==> src/rtl/instr_encoder_loader.sv <==
// instr_encoder_loader: encodes instruction requests into 32-bit words,
// writes each word to instruction memory, reads it back and verifies it.
//
// Ports:
//   clk, rst_n        rising-edge clock, synchronous active-low reset
//   clear             return pointer to BASE_ADDR, clear count and flags
//   in_valid/in_ready request handshake
//   opcode, func, rs, rt, shamt, imm   request fields
//   imem_we/imem_re   memory write / read strobes (never together)
//   imem_addr         memory word address (write pointer)
//   imem_wdata        encoded word, held through write and verify
//   imem_rdata        read data, valid the cycle after imem_re
//   word_count        words written and verified
//   full              last address verified, no more requests taken
//   err_range         sticky, immediate did not fit its field
//   err_verify        sticky, readback did not match
module instr_encoder_loader #(
   parameter int ADDR_W    = 10,
   parameter int BASE_ADDR = 0
) (
   input  logic              clk,
   input  logic              rst_n,
   input  logic              clear,
   input  logic              in_valid,
   output logic              in_ready,
   input  logic [5:0]        opcode,
   input  logic [10:0]       func,
   input  logic [4:0]        rs,
   input  logic [4:0]        rt,
   input  logic [4:0]        shamt,
   input  logic [25:0]       imm,
   output logic              imem_we,
   output logic              imem_re,
   output logic [ADDR_W-1:0] imem_addr,
   output logic [31:0]       imem_wdata,
   input  logic [31:0]       imem_rdata,
   output logic [ADDR_W:0]   word_count,
   output logic              full,
   output logic              err_range,
   output logic              err_verify
);

   localparam logic [ADDR_W-1:0] BASE     = ADDR_W'(BASE_ADDR);
   localparam logic [ADDR_W-1:0] ADDR_ONE = ADDR_W'(1);
   localparam logic [ADDR_W:0]   CNT_ONE  = (ADDR_W + 1)'(1);

   typedef enum logic [1:0] {
      IDLE,
      WRITE,
      READ,
      CHECK
   } state_t;

   state_t state_q;
   state_t state_d;

   logic [3:0]  op;
   logic        fmt_r;
   logic        fmt_i;
   logic        fmt_b;
   logic        fmt_j;
   logic [31:0] enc_word;
   logic        in_range;
   logic        accept;
   logic        verify_ok;

   // Format classes follow the low opcode nibble, matching the
   // control decoder's grouping.
   assign op    = opcode[3:0];
   assign fmt_r = (op == 4'd0);
   assign fmt_i = (op == 4'd1) || (op == 4'd2) ||
                  (op == 4'd3) || (op == 4'd4);
   assign fmt_b = (op[3:1] == 3'b011);
   assign fmt_j = (op == 4'd5) || op[3];

   always_comb begin
      enc_word = '0;
      in_range = 1'b1;
      unique case (1'b1)
         fmt_r: begin
            enc_word = {opcode, rs, rt, shamt, func};
         end
         fmt_i: begin
            enc_word = {opcode, rs, rt, imm[15:0]};
            in_range = (imm == {{10{imm[15]}}, imm[15:0]});
         end
         fmt_b: begin
            enc_word = {opcode, rs, imm[20:0]};
            in_range = (imm == {{5{imm[20]}}, imm[20:0]});
         end
         fmt_j: begin
            enc_word = {opcode, imm};
         end
         default: begin
            enc_word = {opcode, imm};
         end
      endcase
   end

   // clear blocks acceptance so a same-cycle request is never lost
   // half-way through the pointer reset.
   assign in_ready  = (state_q == IDLE) && !full && !clear;
   assign accept    = in_valid && in_ready;
   assign imem_we   = (state_q == WRITE);
   assign imem_re   = (state_q == READ);
   assign verify_ok = (imem_rdata == imem_wdata);

   always_comb begin
      state_d = state_q;
      case (state_q)
         IDLE: begin
            if (accept && in_range) begin
               state_d = WRITE;
            end
         end
         WRITE: state_d = READ;
         READ:  state_d = CHECK;
         CHECK: state_d = IDLE;
         default: state_d = IDLE;
      endcase
      if (clear) begin
         state_d = IDLE;
      end
   end

   always_ff @(posedge clk) begin
      if (!rst_n) begin
         state_q <= IDLE;
      end else begin
         state_q <= state_d;
      end
   end

   always_ff @(posedge clk) begin
      if (!rst_n) begin
         imem_addr  <= BASE;
         imem_wdata <= '0;
         word_count <= '0;
         full       <= 1'b0;
         err_range  <= 1'b0;
         err_verify <= 1'b0;
      end else if (clear) begin
         // The encoded word is left as is; only the pointer and
         // bookkeeping return to their start values.
         imem_addr  <= BASE;
         word_count <= '0;
         full       <= 1'b0;
         err_range  <= 1'b0;
         err_verify <= 1'b0;
      end else begin
         case (state_q)
            IDLE: begin
               if (accept) begin
                  imem_wdata <= enc_word;
                  if (!in_range) begin
                     err_range <= 1'b1;
                  end
               end
            end
            CHECK: begin
               if (verify_ok) begin
                  word_count <= word_count + CNT_ONE;
                  // Last address: flag full and keep the pointer so
                  // it never wraps onto verified words.
                  if (&imem_addr) begin
                     full <= 1'b1;
                  end else begin
                     imem_addr <= imem_addr + ADDR_ONE;
                  end
               end else begin
                  err_verify <= 1'b1;
               end
            end
            default: begin
            end
         endcase
      end
   end

endmodule

==> config.mk <==
export PLATFORM = sky130hd
export DESIGN_NAME = instr_encoder_loader
export DESIGN_NICKNAME = d
export VERILOG_FILES = /design/src/rtl/instr_encoder_loader.sv
export SDC_FILE = /design/constraint.sdc
export NUM_CORES = 1
export LEC_CHECK = 0
export ABC_CLOCK_PERIOD_IN_PS = 2100
export CORE_MARGIN = 8
export CORE_UTILIZATION = 25
export CTS_CLUSTER_SIZE = 12
export DETAILED_ROUTE_END_ITERATION = 6
export GPL_TIMING_DRIVEN = 0
export PLACE_DENSITY = 0.59
export SYNTH_ARGS = -nofsm -noshare
export SYNTH_HDL_FRONTEND = slang
export SYNTH_SLANG_ARGS = --single-unit
==> constraint.sdc <==
create_clock -name clk -period 2.1 [get_ports clk]
set_input_delay 0.315 -clock clk [delete_from_list [all_inputs] [get_ports clk]]
set_output_delay 0.315 -clock clk [all_outputs]
set_load 0.01 [all_outputs]
After elaboration in Yosys (flattened, before gate mapping):

Cells that the tools add are included.

* flip-flop bits (word level): 58
* bits in latches: 0
* bits in writable memories: 0
* memory bits (read-only): 0
* output and inout bits: 59
* memories kept: 0

* add/subtract/negate cells: 2
* multiply operators: 0
* divide/modulo/power cells: 0
* $lt $le $gt $ge: 0
* eq/ne operators: 12
* shifts and indexed selects: 0
* mux-type cells: 4
* bitwise operators: 5
* reductions and logical operators: 19

Operators by type and width (count)
* case mux 26 bit (3 select lines): 1
* equality test 32 bit: 1
* AND reduction 12 bit: 1
* adder 11 x 1 -> 11 bit, second input constant: 1
* adder 10 x 1 -> 10 bit, second input constant: 1
* equality test 10 bit: 1
* AND reduction 10 bit: 1
* AND reduction 3 bit: 3
* equality test 4 x 2 -> 1 bit, second input constant: 2
* case mux 2 bit (4 select lines): 1
* equality test 5 bit: 1
* NOT 1 bit: 5
* equality test 2 bit, second input constant: 2
* equality test 4 x 1 -> 1 bit, second input constant: 1
* equality test 4 x 3 -> 1 bit, second input constant: 1
* logical AND 1 bit: 4
* zero test 4 bit: 1
* AND reduction 2 bit: 2
* equality test 3 x 2 -> 1 bit, second input constant: 1
* logical OR 1 bit: 3
* equality test 2 x 1 -> 1 bit, second input constant: 1
* zero test 1 bit: 2
* zero test 2 bit: 1
* two-way mux 2 bit: 1
* 3 further kinds: 3

Depth between registers and ports, before layout:

* word-level depth: 8
* gate-level depth with buffers: 9
* depth with buffers taken out: 8

Least setup slack after synthesis:

Ideal clock, no wire load.

* path type: register -> register
* from: register state_q[0]
* to: register imem_wdata[10]
* arrival time: 1.994 ns
* data required time: 2.041 ns
* setup slack: 0.047 ns
* stages on the path, launching flop included: 10
* buffers on the path: 3
* period minus slack after synthesis: 2.053 ns
* cells stage by stage: dfxtp_1 -> inv_1 -> ha_1 -> inv_1 -> nor3_1 -> and2_1 -> clkbuf_1 -> buf_2 -> buf_1 -> o211a_1

* cells in the longest elaborated chain, start to end: 5

Ends and longest elaborated chain
* start, declared: line 54 `state_t state_q;`
* start signal, assigned: line 130 `state_q <= state_d;`
* zero test 2 bit: line 102 `assign in_ready = (state_q == IDLE) && !full && !clear;`
* logical AND 1 bit (2 in a row): line 102
* named net in_ready: line 25 `output logic in_ready,`
* logical AND 1 bit: line 103 `assign accept = in_valid && in_ready;`
* AND reduction 3 bit (no line)
* end signal, assigned: line 154 `imem_wdata <= enc_word;`
* end, declared: line 35 `output logic [31:0] imem_wdata,`

The timed path passes the listed nets, and every way through them passes these cells.
A chain may end at the register's enable or synchronous reset.

Worst setup path after layout:

* from: input imem_rdata[14]
* to: register imem_addr[5]

* cells in the longest elaborated chain, start to end: 2

Ends and longest elaborated chain
* start, declared: line 36 `input logic [31:0] imem_rdata,`
* equality test 32 bit: line 106 `assign verify_ok = (imem_rdata == imem_wdata);`
* AND reduction 3 bit (no line)
* end signal, assigned: line 168 `imem_addr <= imem_addr + ADDR_ONE;`
* end, declared: line 34 `output logic [ADDR_W-1:0] imem_addr,`

No other way between the ends.

==> flow_summary.json <==
{
  "status": "completed",
  "slowest_delay_ns": 0.47,
  "clock-sinks": 58,
  "synth-edff-count": 0,
  "cts_made_buffers": 9,
  "drt_pass1_iterations": 5,
  "drc": 0,
  "synth-simple-area-share": 0.2218,
  "grt_max_degree": 11,
  "vdd_drop_max_mv": 0.3692,
  "end_kind": "flop",
  "clkTransAtPathRegs_ns": 0.05,
  "hold_ws_ns": 0.3317,
  "die_y_um": 130.3,
  "grt_pass1_wl_mm": 19.63,
  "crit_required_ns": 2.37,
  "layout-drive-gt1-share": 0.1346,
  "ys_types": 43,
  "postSynthCellCount": 363,
  "initial_utilization": 0.2577,
  "leakagePower_nw": 2.361,
  "clockRootBuffer": "clkbuf_16",
  "hold_violations": 0,
  "yosys.area_share.adder": 0.02682,
  "dpl_worst_slack_ns": -0.5647,
  "coreArea_mm2": 0.01267,
  "max_cap_violations": 0,
  "clk_latency_ns": 0.33,
  "track_usage": 0.1511,
  "vias_per_cell": 4.745,
  "die-area_mm2": 0.01698,
  "muxShareOfSynthArea": 0.08582,
  "netlist_top_cells_area": "dfxtp_1 (36%), mux2i_1 (8.6%), o211a_1 (8.0%)",
  "min_path_type": "primary input to flop",
  "clock_path_buffers": 2,
  "rows": 41,
  "antenna_found_initial": 0,
  "synth_seq_cells": 58,
  "crit_type": "primary input to flop",
  "grt.overflow.total": 0,
  "drtIter0Drc": 217,
  "netlist.area_leader.share": 0.3556,
  "area_growth_syn_to_layout_pct": 71.80,
  "wirelength_mm": 12.55,
  "syn-mean-instance-area_um2": 8.996,
  "fmax_ghz": 0.4876,
  "worstPathMaxFanout": 5,
  "slew_viol_final": 0,
  "route.detailed.wl_per_inst_um": 17.75,
  "hpwl_mm": 9.946,
  "via_count": 3355,
  "finClkSkew_ns": 0.005514,
  "rsz0062_at_grt": "true",
  "syn_nets": 464,
  "synth-seq-area-share": 0.3556,
  "first_global_vias": 3648,
  "worst_pin_slew_ns": 0.8067,
  "relSlewSlack": 0.4622,
  "cts_max_level": 3,
  "synth_ff_type": "dfxtp_1",
  "synth.top_cells.by_count": "nand2_1 (60), dfxtp_1 (58), mux2i_1 (28)",
  "ant_nets": 0,
  "worst_setup_path_start_kind": "primary input",
  "die_w_um": 130.3,
  "yosys.area.top_type": "dfxtp_1",
  "gp_congestion": 0.8374,
  "nets": 631,
  "synth_compound_area_frac": 0.1732,
  "yosysMostFrequentCell": "nand2_1",
  "cts_tree": "yes",
  "timing.final.ws_setup_ns": 0.04897,
  "finalCritPeriodShare": 0.9767,
  "ios": 153,
  "io_buffer_count": 149,
  "diodes": 0,
  "synth_top_family_by_area": "simple AND/OR/NAND/NOR gates",
  "period_needed_ns": 2.051,
  "synthArstFlopShare": 0,
  "synth-xor-area-share": 0.09387,
  "holdBufCountCts": 0,
  "synth_area_mm2": 0.003266,
  "slowest_stage": "or4_4",
  "power.density_mw_per_mm2": 605.9,
  "yosysWarnings": 0,
  "crit_chain": "clkdlybuf4s50_1, xor2_1, nor4_4, and3_4, nand3_4, buf_6, or4_4, o21ai_2",
  "worst_ep_arrival_time_ns": 2.32,
  "finalSetupViolCount": 0
}
metrics by stage:
| step | instance area [µm²] | cells | power [mW] | TNS [ns] | util |
|---|---|---|---|---|---|
| after global routing | 5610 | 707 | 3.532 | -0.2608 | 0.4428 |
| after global placement | 4972 | 684 | 1.789 | -19.87 | 0.3924 |
| after floorplan | 3266 | 363 | 1.445 | 0 | - |
| after CTS | 5438 | 705 | 3.410 | -0.01254 | 0.4292 |
| after detailed placement | 4972 | 684 | 1.796 | -20.55 | 0.3924 |
| final | 5610 | 707 | 3.399 | 0 | 0.4428 |
state kept, by name (all words and copies together), names as in the netlist:
name        count
err_verify      1
state_q         2
err_range       1
imem_wdata     32
imem_addr      10
full            1
word_count     11
worst max-delay path: cells and delay by family:
family / cells / cell delay [ns]
AOI/OAI and AO/OA: 1 / 0.06
and+or+nand+nor: 4 / 1.19
xor gates and xnor gates: 1 / 0.17
buffers and inverters: 2 / 0.57
where the power goes:
part / internal (mW) / leakage, nW / switching (mW)
logic: 0.352 / 1.73 / 0.248
clock network: 1.07 / 0.156 / 0.534
registers: 1.15 / 0.476 / 0.0506
total: 2.57 / 2.36 / 0.833
layout by cell type (no fill, tap or decap), drive strengths merged, types with 10 or more instances in the layout:
master / instances
clkdlybuf4s50: 130
nand2: 60
dfxtp: 58
mux2i: 28
o211a: 26
xnor2: 26
clkbuf: 23
buf: 19
or4: 13
nand4: 11
nand3: 11
dlygate4sd2: 10
logic make-up after synthesis:
| logic type | after synthesis |
|---|---|
| AND/OR/NAND/NOR | 137 |
| XOR/XNOR | 35 |
| AO/OA/AOI/OAI | 69 |
| adder cells (fa/ha/maj) | 7 |
| multiplexers | 28 |
| buffers and inverters | 29 |
| flip-flops | 58 |
per-layer routing:
layer	track usage	share of wire
met5	0	0
met4	0.04645	0.015
met3	0.06936	0.098
met2	0.2639	0.49
met1	0.1589	0.39
final timing paths:
| check | from | cells past startpoint | slack [ns] | to |
|---|---|---|---|---|
| worst max-delay path | imem_rdata[14] | 8 | 0.05 | imem_addr[5] |
| worst max register to register | imem_wdata[13] | 8 | 0.08 | imem_addr[5] |
| worst min register to register | err_verify | 2 | 0.49 | err_verify |
| worst min-delay path | opcode[2] | 3 | 0.33 | imem_wdata[28] |
final cells by class:
| type | count | area, µm² |
|---|---|---|
| Fill cell | 1264 | 7061 |
| Buffer | 23 | 136.4 |
| Clock buffer | 11 | 242.7 |
| Inverter | 5 | 18.77 |
| Multi-Input combinational cell | 276 | 2175 |
| Tap cell | 172 | 215.2 |
| Clock inverter | 5 | 77.57 |
| Timing Repair Buffer | 157 | 1569 |
| Sequential cell | 58 | 1176 |
what timing repair did:
| item | 4_1_cts | 5_1_grt |
|---|---|---|
| cloned | 2 | 0 |
| setup buffers | 4 | 2 |
| resized for setup | 38 | 43 |
| endpoints found under the setup margin | 46 | 43 |
| pin swaps | 21 | 24 |
Power figures use the tool's default switching activity.
